==> src/rtl/rename_pkg.sv <==
// Shared types and sizing for the rename stage and its free list.
// Optional flush recovery is enabled with the RENAME_FLUSH_EN macro.
package rename_pkg;
  localparam int NUM_ARCH = 32;
  localparam int NUM_TAGS = 64;
  localparam int FL_DEPTH = NUM_TAGS - NUM_ARCH;
  localparam int AREG_W   = $clog2(NUM_ARCH);
  localparam int TAG_W    = $clog2(NUM_TAGS);
  localparam int PTR_W    = $clog2(FL_DEPTH);
  localparam int CNT_W    = $clog2(FL_DEPTH + 1);

  typedef logic [AREG_W-1:0] areg_t;
  typedef logic [TAG_W-1:0]  tag_t;
  typedef logic [PTR_W-1:0]  fl_ptr_t;
  typedef logic [CNT_W-1:0]  fl_cnt_t;

  typedef struct packed {
    logic       valid;
    areg_t      arch_rd;
    tag_t       tag_rd;
    tag_t [1:0] tag_rs;
  } rename_out_t;

  // Circular pointer advance; wraps at FL_DEPTH even if it is not a power of two.
  function automatic fl_ptr_t fl_ptr_inc(input fl_ptr_t p);
    return (p == fl_ptr_t'(FL_DEPTH - 1)) ? '0 : p + fl_ptr_t'(1);
  endfunction
endpackage

==> src/rtl/rename_free_list.sv <==
// Circular FIFO of free physical tags. Alloc pops at head, free pushes at tail.
// With RENAME_FLUSH_EN a commit_head pointer tracks retired allocations so a
// rewind returns every in-flight tag to the free pool in one cycle.
module rename_free_list
  import rename_pkg::*;
(
  input  logic    clk,
  input  logic    rst,
  input  logic    alloc_en,
  output tag_t    alloc_tag,
  input  logic    free_en,
  input  tag_t    free_tag,
`ifdef RENAME_FLUSH_EN
  input  logic    rewind,
`endif
  output logic    empty,
  output fl_cnt_t count
);
  tag_t    fl [FL_DEPTH];
  fl_ptr_t head, tail;
  fl_cnt_t cnt;

  assign alloc_tag = fl[head];
  assign empty     = (cnt == '0);
  assign count     = cnt;

  // Tag storage: preload the non-architectural tags, then accept returned tags at tail.
  always_ff @(posedge clk) begin
    if (rst) begin
      for (int i = 0; i < FL_DEPTH; i++) fl[i] <= tag_t'(NUM_ARCH + i);
    end else if (free_en) begin
      fl[tail] <= free_tag;
    end
  end

`ifdef RENAME_FLUSH_EN
  fl_ptr_t commit_head;

  // commit_head moves once per real retire: slots between it and head are in flight.
  always_ff @(posedge clk) begin
    if (rst)          commit_head <= '0;
    else if (free_en) commit_head <= fl_ptr_inc(commit_head);
  end
`endif

  // Head/tail/count bookkeeping; a simultaneous alloc and free leaves count unchanged.
  always_ff @(posedge clk) begin
    if (rst) begin
      head <= '0;
      tail <= '0;
      cnt  <= fl_cnt_t'(FL_DEPTH);
    end else begin
      if (free_en) tail <= fl_ptr_inc(tail);
`ifdef RENAME_FLUSH_EN
      if (rewind) begin
        head <= free_en ? fl_ptr_inc(commit_head) : commit_head;
        cnt  <= fl_cnt_t'(FL_DEPTH);
      end else
`endif
      begin
        if (alloc_en) head <= fl_ptr_inc(head);
        if (alloc_en && !free_en)      cnt <= cnt - fl_cnt_t'(1);
        else if (!alloc_en && free_en) cnt <= cnt + fl_cnt_t'(1);
      end
    end
  end

  // More frees than allocations, or popping an empty list, means the ROB handshake broke.
  assert property (@(posedge clk) disable iff (rst)
    !(free_en && !alloc_en && cnt == fl_cnt_t'(FL_DEPTH)));
  assert property (@(posedge clk) disable iff (rst) !(alloc_en && cnt == '0));
endmodule

==> src/rtl/rename_unit.sv <==
// Register-rename stage feeding the ROB: speculative RAT lookup, rd tag
// allocation, retirement RAT upkeep and superseded-tag recycling.
// RENAME_FLUSH_EN adds single-cycle flush recovery (RAT <= RRAT, free list rewind).
module rename_unit
  import rename_pkg::*;
(
  input  logic       clk,
  input  logic       rst,
  input  logic       stall_in,
  input  logic       in_valid,
  input  areg_t [1:0] arch_rs,
  input  areg_t      arch_rd,
  input  logic       rd_we,
  input  logic       retire_valid,
  input  areg_t      retire_reg,
  input  tag_t       retire_tag,
  input  logic       flush,
  output logic       out_valid,
  output areg_t      out_arch_rd,
  output tag_t       out_tag_rd,
  output tag_t [1:0] out_tag_rs,
  output logic       rename_stall
);
  tag_t        rat  [NUM_ARCH];
  tag_t        rrat [NUM_ARCH];
  rename_out_t out_q, out_d;
  logic        need_tag, accept, alloc_en, do_retire, fl_empty, flushing;
  tag_t        alloc_tag;
  fl_cnt_t     unused_fl_count;

`ifdef RENAME_FLUSH_EN
  assign flushing = flush;
`else
  logic unused_flush;
  assign unused_flush = flush;
  assign flushing     = 1'b0;
`endif

  // x0 is never renamed, and retiring x0 carries no tag to recycle.
  assign need_tag     = rd_we && (arch_rd != '0);
  assign do_retire    = retire_valid && (retire_reg != '0);
  assign accept       = in_valid && !stall_in && !flushing && !(need_tag && fl_empty);
  assign alloc_en     = accept && need_tag;
  assign rename_stall = in_valid && !accept;

  rename_free_list u_fl (
    .clk       (clk),
    .rst       (rst),
    .alloc_en  (alloc_en),
    .alloc_tag (alloc_tag),
    .free_en   (do_retire),
    .free_tag  (rrat[retire_reg]),
`ifdef RENAME_FLUSH_EN
    .rewind    (flush),
`endif
    .empty     (fl_empty),
    .count     (unused_fl_count)
  );

  // Sources read the RAT as it stood before this instruction's own rd write.
  always_comb begin
    out_d         = '0;
    out_d.valid   = accept;
    out_d.arch_rd = need_tag ? arch_rd : '0;
    out_d.tag_rd  = need_tag ? alloc_tag : '0;
    for (int i = 0; i < 2; i++)
      out_d.tag_rs[i] = (arch_rs[i] == '0) ? '0 : rat[arch_rs[i]];
  end

  // Speculative RAT: identity at reset, updated by each allocation.
  always_ff @(posedge clk) begin
    if (rst) begin
      for (int i = 0; i < NUM_ARCH; i++) rat[i] <= tag_t'(i);
`ifdef RENAME_FLUSH_EN
    end else if (flush) begin
      // Restore committed state, folding in a retire landing in the same cycle.
      for (int i = 0; i < NUM_ARCH; i++)
        rat[i] <= (do_retire && retire_reg == areg_t'(i)) ? retire_tag : rrat[i];
`endif
    end else if (alloc_en) begin
      rat[arch_rd] <= alloc_tag;
    end
  end

  // Retirement RAT: the displaced mapping goes back to the free list via free_tag.
  always_ff @(posedge clk) begin
    if (rst) begin
      for (int i = 0; i < NUM_ARCH; i++) rrat[i] <= tag_t'(i);
    end else if (do_retire) begin
      rrat[retire_reg] <= retire_tag;
    end
  end

  // Output register: held under stall_in, otherwise loads this cycle's result.
  always_ff @(posedge clk) begin
    if (rst) out_q <= '0;
`ifdef RENAME_FLUSH_EN
    else if (flush) out_q.valid <= 1'b0;
`endif
    else if (!stall_in) out_q <= out_d;
  end

  assign out_valid   = out_q.valid;
  assign out_arch_rd = out_q.arch_rd;
  assign out_tag_rd  = out_q.tag_rd;
  assign out_tag_rs  = out_q.tag_rs;
endmodule

==> config.mk <==
export PLATFORM = sky130hd
export DESIGN_NAME = rename_unit
export DESIGN_NICKNAME = d
export VERILOG_FILES = /design/src/rtl/rename_pkg.sv /design/src/rtl/rename_free_list.sv /design/src/rtl/rename_unit.sv
export SDC_FILE = /design/constraint.sdc
export NUM_CORES = 1
export LEC_CHECK = 0
export ABC_AREA = 0
export CELL_PAD_IN_SITES_DETAIL_PLACEMENT = 1
export CELL_PAD_IN_SITES_GLOBAL_PLACEMENT = 1
export CORE_UTILIZATION = 56
export DETAILED_ROUTE_END_ITERATION = 8
export GPL_TIMING_DRIVEN = 0
export MAX_ROUTING_LAYER = met4
export PLACE_DENSITY = 0.84
export SETUP_SLACK_MARGIN = 0.05
export SKIP_LAST_GASP = 1
export SLEW_MARGIN = 20
export SYNTH_ARGS = -nofsm -noshare
export SYNTH_HDL_FRONTEND = slang
export SYNTH_SLANG_ARGS = --single-unit
==> constraint.sdc <==
create_clock -name clk -period 8.2 [get_ports clk]
set_input_delay 0.82 -clock clk [delete_from_list [all_inputs] [get_ports clk]]
set_output_delay 0.82 -clock clk [all_outputs]
set_load 0.02 [all_outputs]
-- After elaboration in Yosys (flattened, before gate mapping)
Memories as Yosys holds them, arrays and structs flattened. A register that Yosys moved wholly into a read port is not among the register bits.
Index checks and enable logic that the tools add are counted.
- bits in latches: 0
- word-level logic and storage cells: 67
- memory bits (read-only): 0
- input bits: 33
- bits in writable memories: 576
- memories: 3
- bits in registers: 40
- output and inout port bits: 25
- muxes and demuxes: 27
- eq/ne operators: 2
- divide/modulo/power cells: 0
- bitwise gates (word level): 0
- magnitude comparators: 0
- multiply operators: 0
- $add $sub $neg: 4
- shifts and indexed selects: 0
- reduce and logical (&&, ||, !) cells: 23
- memory list (name ; depth ; width ; read ports ; clocked after memory_dff ; write ports ; RTL line ; text):
    rat ; 32 ; 6 ; 2 ; 0 ; 32 ; rename_unit.sv:24 ; tag_t rat [NUM_ARCH];
    rrat ; 32 ; 6 ; 1 ; 0 ; 32 ; rename_unit.sv:25 ; tag_t rrat [NUM_ARCH];
    u_fl.fl ; 32 ; 6 ; 1 ; 1 ; 32 ; rename_free_list.sv:19 ; tag_t fl [FL_DEPTH];
- operators by type and width (kind ; count):
    $mux 6 ; 8
    $mux 5 ; 8
    $reduce_or 6->1 ; 3
    $mux 1 ; 11
    $add 5x1->5 const B ; 2
    $eq 5x5->1 const B ; 2
    $logic_not 5->1 ; 2
    $reduce_bool 5->1 ; 2
    $logic_and 1x1->1 ; 9
    $add 6x1->6 const B ; 1
    $logic_not 6->1 ; 1
    $sub 6x1->6 const B ; 1
    $logic_not 1->1 ; 5
    $reduce_bool 2->1 ; 1

-- Depth between registers and ports, before layout
Gate-level depths: netlist of the first run.
- word-level depth: 11
- gate-level depth with buffers: 15
- depth with buffers taken out: 12

-- Cells and area by module
Synthesis of the first run repeated with hierarchy kept, for this count alone.
- cells, all modules: 2288
- area total of the unflattened synthesis: 30576.8 µm²
- by module, submodules not included (module ; instances ; cells an instance ; area an instance (µm²) ; sequential area each (µm²)):
    rename_unit ; 1 ; 1488 ; 20458.4 ; 12011.5
    rename_free_list ; 1 ; 800 ; 10118.5 ; 6185.9

-- Least setup slack after synthesis of the first run
Ideal clock, no wire load.
- path type: input to register
- start: input port retire_reg[1]
- end: register u_fl.cnt[4], in the netlist u_fl.count[4]
- arrival time: 3.324 ns
- library setup time: 0.132 ns
- path buffers: 4
- data required time: 8.068 ns
- path slack: 4.744 ns
- stages: 15
- cells stage by stage: clkbuf_1 > or2_1 > o41a_1 > buf_2 > inv_2 > buf_2 > ha_1 > clkbuf_1 > xor2_1 > ha_1 > a21oi_1 > o22ai_1 > a222oi_1 > or3_1 > a21oi_1
- cells in the longest elaborated chain, start to end: 5
- elaborated cells on any way between the ends: 7
- classes of those cells: mux (1); reduce/logical (6)
- ends and longest elaborated chain (element ; RTL line ; text):
    start, declared ; rename_unit.sv:15 ; input areg_t retire_reg,
    $reduce_bool 5->1 (*) ; rename_unit.sv:41 ; assign do_retire = retire_valid && (retire_reg != '0);
    $logic_and 1x1->1 (*) ; rename_unit.sv:41 ;
    $logic_not 1->1 ; rename_free_list.sv:62 ; if (alloc_en && !free_en) cnt <= cnt - fl_cnt_t'(1);
    $logic_and 1x1->1 ; rename_free_list.sv:62 ;
    $mux 6 or $reduce_bool 2->1 (tied branches) ; -- ;
    end signal, assigned ; rename_free_list.sv:51 ; cnt <= fl_cnt_t'(FL_DEPTH);
    end signal, assigned ; rename_free_list.sv:62 ;
    end signal, assigned ; rename_free_list.sv:63 ; else if (!alloc_en && free_en) cnt <= cnt + fl_cnt_t'(1);
    end, declared ; rename_free_list.sv:21 ; fl_cnt_t cnt;
Every way passes the cells marked *; elsewhere a longest branch is shown, timed or not.
A chain may end at the register's enable or synchronous reset.

-- Worst setup path after layout of the first run
- start: input port arch_rd[1]
- end: output port rename_stall
- cells in the longest elaborated chain, start to end: 7
- ends and longest elaborated chain (element ; RTL line ; text):
    start, declared ; rename_unit.sv:12 ; input areg_t arch_rd,
    $reduce_bool 5->1 ; rename_unit.sv:40 ; assign need_tag = rd_we && (arch_rd != '0);
    $logic_and 1x1->1 ; rename_unit.sv:40 ;
    $logic_and 1x1->1 ; rename_unit.sv:42 ; assign accept = in_valid && !stall_in && !flushing && !(need_tag && fl_empty);
    $logic_not 1->1 ; rename_unit.sv:42 ;
    $logic_and 1x1->1 ; rename_unit.sv:42 ;
    $logic_not 1->1 ; rename_unit.sv:44 ; assign rename_stall = in_valid && !accept;
    $logic_and 1x1->1 ; rename_unit.sv:44 ;
    end, declared ; rename_unit.sv:22 ; output logic rename_stall
No other way between the ends.

==> results of run 1 <==
## placed cells by master, fill, tap and decap left out, types with 7 or more instances in the layout
cell	instances
nand3_1	28
or2_2	47
nand2b_1	63
buf_4	13
dfxtp_1	45
conb_1	12
clkbuf_8	7
nor2_1	261
clkinv_2	10
a22oi_1	71
buf_6	12
a21oi_1	52
edfxtp_1	576
clkbuf_16	72
mux2_2	18
mux4_2	144
nand2_1	269
or3_1	87
clkdlybuf4s50_1	46
and2_1	114
inv_1	8
o21ai_0	12
buf_1	7
ha_1	10
buf_2	53
nor3_1	17
mux2i_1	134
nand3b_1	9
nor2_2	30
a221o_1	12
clkbuf_1	130
or4_1	10
nor2b_1	17
## kinds of logic after synthesis
| family | Yosys count | synth area share [%] |
|---|---|---|
| AND/OR/NAND/NOR | 983 | 16.0 |
| flip-flops | 621 | 60.2 |
| multiplexers | 296 | 15.8 |
| buffers and inverters | 204 | 3.28 |
| AO/OA/AOI/OAI | 183 | 4.19 |
| adder cells (fa/ha/maj) | 10 | 0.414 |
| XOR/XNOR | 4 | 0.116 |
| other | 1 | 0.0124 |
## state kept, by name (all words and copies together) (netlist names), named ones only
name         flops
out_arch_rd      5
out_tag_rd       6
out_tag_rs      12
out_valid        1
rat            192
rrat           192
u_fl.count       6
u_fl.fl        192
u_fl.head        5
u_fl.tail        5
## per-stage QoR
stage	power [mW]	instance area (sq um)	instances	util, %
CTS	7.40	33800	3175	63.9
global route	7.56	33800	3179	63.9
detailed placement	4.40	31600	3049	59.7
global placement	4.36	31600	3047	59.7
floorplan	4.07	30300	2313	-
finish	7.45	33800	3179	63.9
## power breakdown
group | internal, mW | total, mW | switching, mW
Clock | 1.75 | 3.08 | 1.33
Sequential | 3.56 | 3.61 | 0.0554
Combinational | 0.233 | 0.756 | 0.524
Total | 5.54 | 7.45 | 1.91
## Yosys cell counts, types with 3 or more instances
library cell / count
buf_6: 12
nor2b_1: 17
and3_1: 6
a311oi_1: 5
or3b_2: 3
dfxtp_1: 45
or2_2: 47
nand3b_1: 9
or2_1: 3
inv_1: 8
nor4b_1: 3
mux4_2: 144
o21ai_0: 12
or4_1: 10
nand3_1: 28
and2_1: 114
a211oi_1: 5
a21oi_1: 52
a221oi_1: 6
edfxtp_1: 576
mux2_2: 18
nor3_1: 18
nand2_1: 269
mux2i_1: 134
buf_1: 7
nor2_2: 30
clkbuf_1: 110
xor2_1: 3
ha_1: 10
buf_2: 53
or3_1: 87
nand2b_1: 63
a2bb2oi_1: 3
a22oi_1: 71
buf_4: 11
nor2_1: 261
nor3b_1: 5
a31oi_1: 3
a221o_1: 12
## area by class of cell
class,count,area (sq um),share of cell area [%]
Antenna cell,4,10.0,0.0296
Buffer,195,957,2.83
Clock buffer,99,1970,5.83
Clock inverter,27,218,0.643
Inverter,9,33.8,0.0998
Multi-Input combinational cell,1488,11100,32.8
Sequential cell,621,18200,53.8
Tap cell,688,861,2.54
Timing Repair Buffer,48,475,1.41
## routing by layer
metal	up-vias	wire length, um	track usage (%)
met4	0	5680	19.7
met3	394	12100	9.42
li1	8788	-	-
met5	-	0	-
met1	11063	37400	50.1
met2	1612	49400	62.6
## path summary, 6_finish.rpt
| kind | start | endpoint | slack [ns] | cells past startpoint |
|---|---|---|---|---|
| setup / recovery | arch_rd[1] | rename_stall | 4.01 | 7 |
| hold / removal | out_tag_rd[0] | out_tag_rd[0] | 0.48 | 2 |
| setup reg to reg | u_fl.count[2] | u_fl.count[4] | 4.52 | 14 |
| hold reg to reg | out_tag_rd[0] | out_tag_rd[0] | 0.48 | 2 |
## worst max-delay path: cells and delay by family
kind / cells / cell delay, ns
AO/OA/AOI/OAI: 2 / 0.42
buffers and inverters: 3 / 1.79
AND/OR/NAND/NOR: 2 / 0.34
==> out/results.txt, run 1 <==
Synth Instances - 2302
final hold viol count - 0
Yosys top cell by area - edfxtp_1
Ys Warns - 0
area of the core - 53000 sq um
gr ovfl total - 0
Netlist cell types - 63
total CTS buffers - 69
slowest CP cell - clkdlybuf4s50_1
kind of end point of the critical path - output pin
CP cell instances - clkdlybuf4s50_1, clkbuf_1, nor2_1, a21oi_1, a21oi_1, nor2b_1, clkdlybuf4s50_1
Die Area - 54900 sq um
Reg clk slew, reported paths - 0.06 ns
fmax - 0.239 GHz
TritonCTS clock tree - built
Crit path required time - 7.38 ns
Initial Utilization - 57.1%
CTS hold repair buffers - 0
drt wl/cell - 32.9 um
final hold slack - 0.480 ns
Worst Hold Class - reg2reg
Bufs on Longest Clock Path - 3
Slew Viols, Final - 0
final setup TNS - 0 ns
fin nets - 2475
normalized max-slew margin - 20.8%
skew final - 0.0326 ns
Leakage - 10.6 nW
Post-synth EDFFs - 576
fin crit share - 51.1%
# clock sinks - 621
clock root buffer - clkbuf_16
CP arrival - 3.37 ns
Antenna Violating Nets Remaining - 0
# DRC - 0
Max Cap Viol - 0
worst-path fanout max - 10
largest net degree at the start of global routing - 15
Via Count - 21857
final setup fails - 0
Worst path max stage delay - 0.75 ns
Pwr per Cell Area - 220 nW/um^2
first-pass GRT wire length - 152 mm
RSZ-0062 raised after global routing - no
FFs w/ async S/R, synth - 0%
Seq/Total Area, Yosys - 60.2%
Synth Cell Area - 30200 sq um
Post-Syn Area per Cell - 13.1 sq um
initial antenna violation count - 5
Total GRT Usage - 40.4%
final WL - 105 mm
clock latency on the worst-skew pair - 0.63 ns
Top-Level Pins - 58
crit path kind - in2out
CTS H-tree lvls - 3
largest cells by area after synthesis - edfxtp_1 57%, mux4_2 11%, mux2i_1 4.4%, nand2_1 3.3%, nor2_1 3.2%
post-DP HPWL - 73.9 mm
drt first pass iters - 6
row cnt - 84
Vias/cell - 6.88
PostCTS Resize Cnt - 0
status - finished clean
fill cell count - 5115
Post-CTS Setup Inserts - 0
Syn-to-layout area delta - 11.9%
die width - 234 um
Die H - 234 um
slew of the pin with the lowest slew margin - 1.18 ns
synthesized flop and latch total - 621
worst vdd ir - 0.000187 V
crit start category - input pin
Worst Slack Setup Final - 4.01 ns
layout cells sized above 1 - 17.3%
RePlAce Congestion - 1.02
dpl ws - 3.77 ns
number of port buffers - 46
share of the synthesized area in the top cell type - 57.2%
vias in the first global route - 22568
ys flop type - edfxtp_1
initial drt markers - 3038
fin crit period - 4.19 ns
Power figures use the tool's default switching activity.
==> run 2, diff against run 1 <==
Settings changed: CORE_UTILIZATION 56 to 47, PLACE_DENSITY 0.84 to 0.75.
Clock period 8.2 ns to 3.7 ns, I/O delays scaled along.
==> run 2 against run 1 <==
Net effect:
- core utilization down 10 points
- count of clock-buffer cells in the layout increased by 1
- first-iteration DRC count down 28%
- critical endpoint is now rat[1][4]
- largest power group unchanged
- highest routed layer unchanged
==> out/results.txt, run 2 (synthesis gave the netlist of run 1 again) <==
Max Cap Viol - 0
Pwr per Cell Area - 484 nW/um^2
Antenna Violating Nets Remaining - 0
Bufs on Longest Clock Path - 3
crit path kind - reg2reg
Top-Level Pins - 58
fin crit period - 3.49 ns
Worst Slack Setup Final - 0.207 ns
fin crit share - 94.4%
Largest regs - rat: 192 flops, rrat: 192 flops, u_fl.fl: 192 flops
final WL - 101 mm
RSZ-0062 raised after global routing - yes
Crit path required time - 4.04 ns
initial antenna violation count - 3
worst vdd ir - 0.000368 V
fmax - 0.286 GHz
Vias/cell - 6.26
Leakage - 10.7 nW
commonest non-fill, non-tap cells in the layout - 576 x edfxtp_1, 268 x nand2_1, 260 x nor2_1
crit start category - register
Worst Hold Class - reg2reg
Initial Utilization - 47.8%
Total GRT Usage - 32.1%
WHS Path Cells - 2
clock latency on the worst-skew pair - 0.63 ns
final hold viol count - 0
vias in the first global route - 21795
Reg clk slew, reported paths - 0.06 ns
layout cells sized above 1 - 17.2%
CTS H-tree lvls - 3
cells on worst reg2reg path - 9
Slew Viols, Final - 0
area of the core - 63300 sq um
Via Count - 20877
Die Area - 65400 sq um
final setup TNS - 0 ns
initial drt markers - 2177
Syn-to-layout area delta - 12.6%
normalized max-slew margin - 23.7%
first-pass GRT wire length - 148 mm
total CTS buffers - 69
die width - 256 um
drt wl/cell - 30.4 um
worst-path fanout max - 10
fill cell count - 6312
RePlAce Congestion - 0.949
TritonCTS clock tree - built
Die H - 256 um
row cnt - 92
fin nets - 2475
final setup fails - 0
clock root buffer - clkbuf_16
CP arrival - 3.84 ns
gr ovfl total - 0
most common cell after layout, fill and taps aside - edfxtp_1
kind of end point of the critical path - register
# DRC - 0
largest net degree at the start of global routing - 14
number of port buffers - 46
slew of the pin with the lowest slew margin - 1.14 ns
# clock sinks - 621
CTS hold repair buffers - 0
post-DP HPWL - 73.2 mm
status - finished clean
drt first pass iters - 5
skew final - 0.0233 ns
dpl ws - -0.196 ns
run 2: cell types whose count changed in the layout (fill, tap and decap cells not counted), sizes merged:
cell	delta
bufinv	+1
clkbuf	+1
clkinv	+4
clkinvlp	-3
diode	-2
inv	-3
run 2: what timing repair did:
item	4_1_cts	5_1_grt
setup buffers	0	0
setup endpoints to repair	0	2
endpoints found under the hold margin	0	0
gates resized for setup	0	3
run 2: through the flow:
stage | hold WS [ns] | area (sq um) | total power, mW | cells | utilization, %
after floorplan | 0.468 | 30300 | 9.02 | 2313 | -
after global placement | 0.439 | 31800 | 9.71 | 3205 | 50.2
after detailed placement | 0.449 | 31800 | 9.76 | 3207 | 50.3
after CTS | 0.468 | 34000 | 16.5 | 3333 | 53.7
after global routing | 0.483 | 34000 | 16.8 | 3334 | 53.8
final | 0.460 | 34000 | 16.5 | 3335 | 53.8
run 2: worst paths after layout:
| kind | to | slack (ns) | from |
|---|---|---|---|
| min | out_tag_rd[0] | 0.46 | out_tag_rd[0] |
| max | rat[1][4] | 0.21 | register |
| max reg2reg | rat[1][4] | 0.21 | register |
| min reg2reg | out_tag_rd[0] | 0.46 | out_tag_rd[0] |
run 2: routing by layer:
layer,GRT usage (%),routed length (um),part of all wire (%),vias up
li1,-,-,-,8798
met4,12.3,3970,3.9,0
met1,40.5,39300,39,10765
met3,5.72,8610,8.5,218
met5,-,0,0,-
met2,51.9,49600,49,1096
run 2: worst max-delay path: stages, from the launching register on:
cell,delay [ns]
dfxtp_1,0.41
and2_1,0.16
clkbuf_1,0.26
clkbuf_1,0.56
a22oi_1,0.26
a21oi_1,0.34
or4_1,0.16
clkbuf_1,0.52
buf_2,0.45
nor2_1,0.08
run 2: where the power goes:
group	internal [mW]	switching (mW)	leakage (nW)
Clock	3.93	2.92	1.07
Sequential	7.89	0.112	5.55
Combinational	0.515	1.14	4.02
Total	12.3	4.16	10.7
run 2: layout make-up:
class,count,area [sq um],share of cell area [%]
sequential,621,18200,53.5
multi-input combinational,1488,11100,32.7
clock buffer,100,1970,5.79
tap,846,1060,3.11
buffer,195,957,2.81
timing repair buffer,48,475,1.40
clock inverter,26,224,0.658
inverter,9,33.8,0.0992
antenna,2,5.00,0.0147
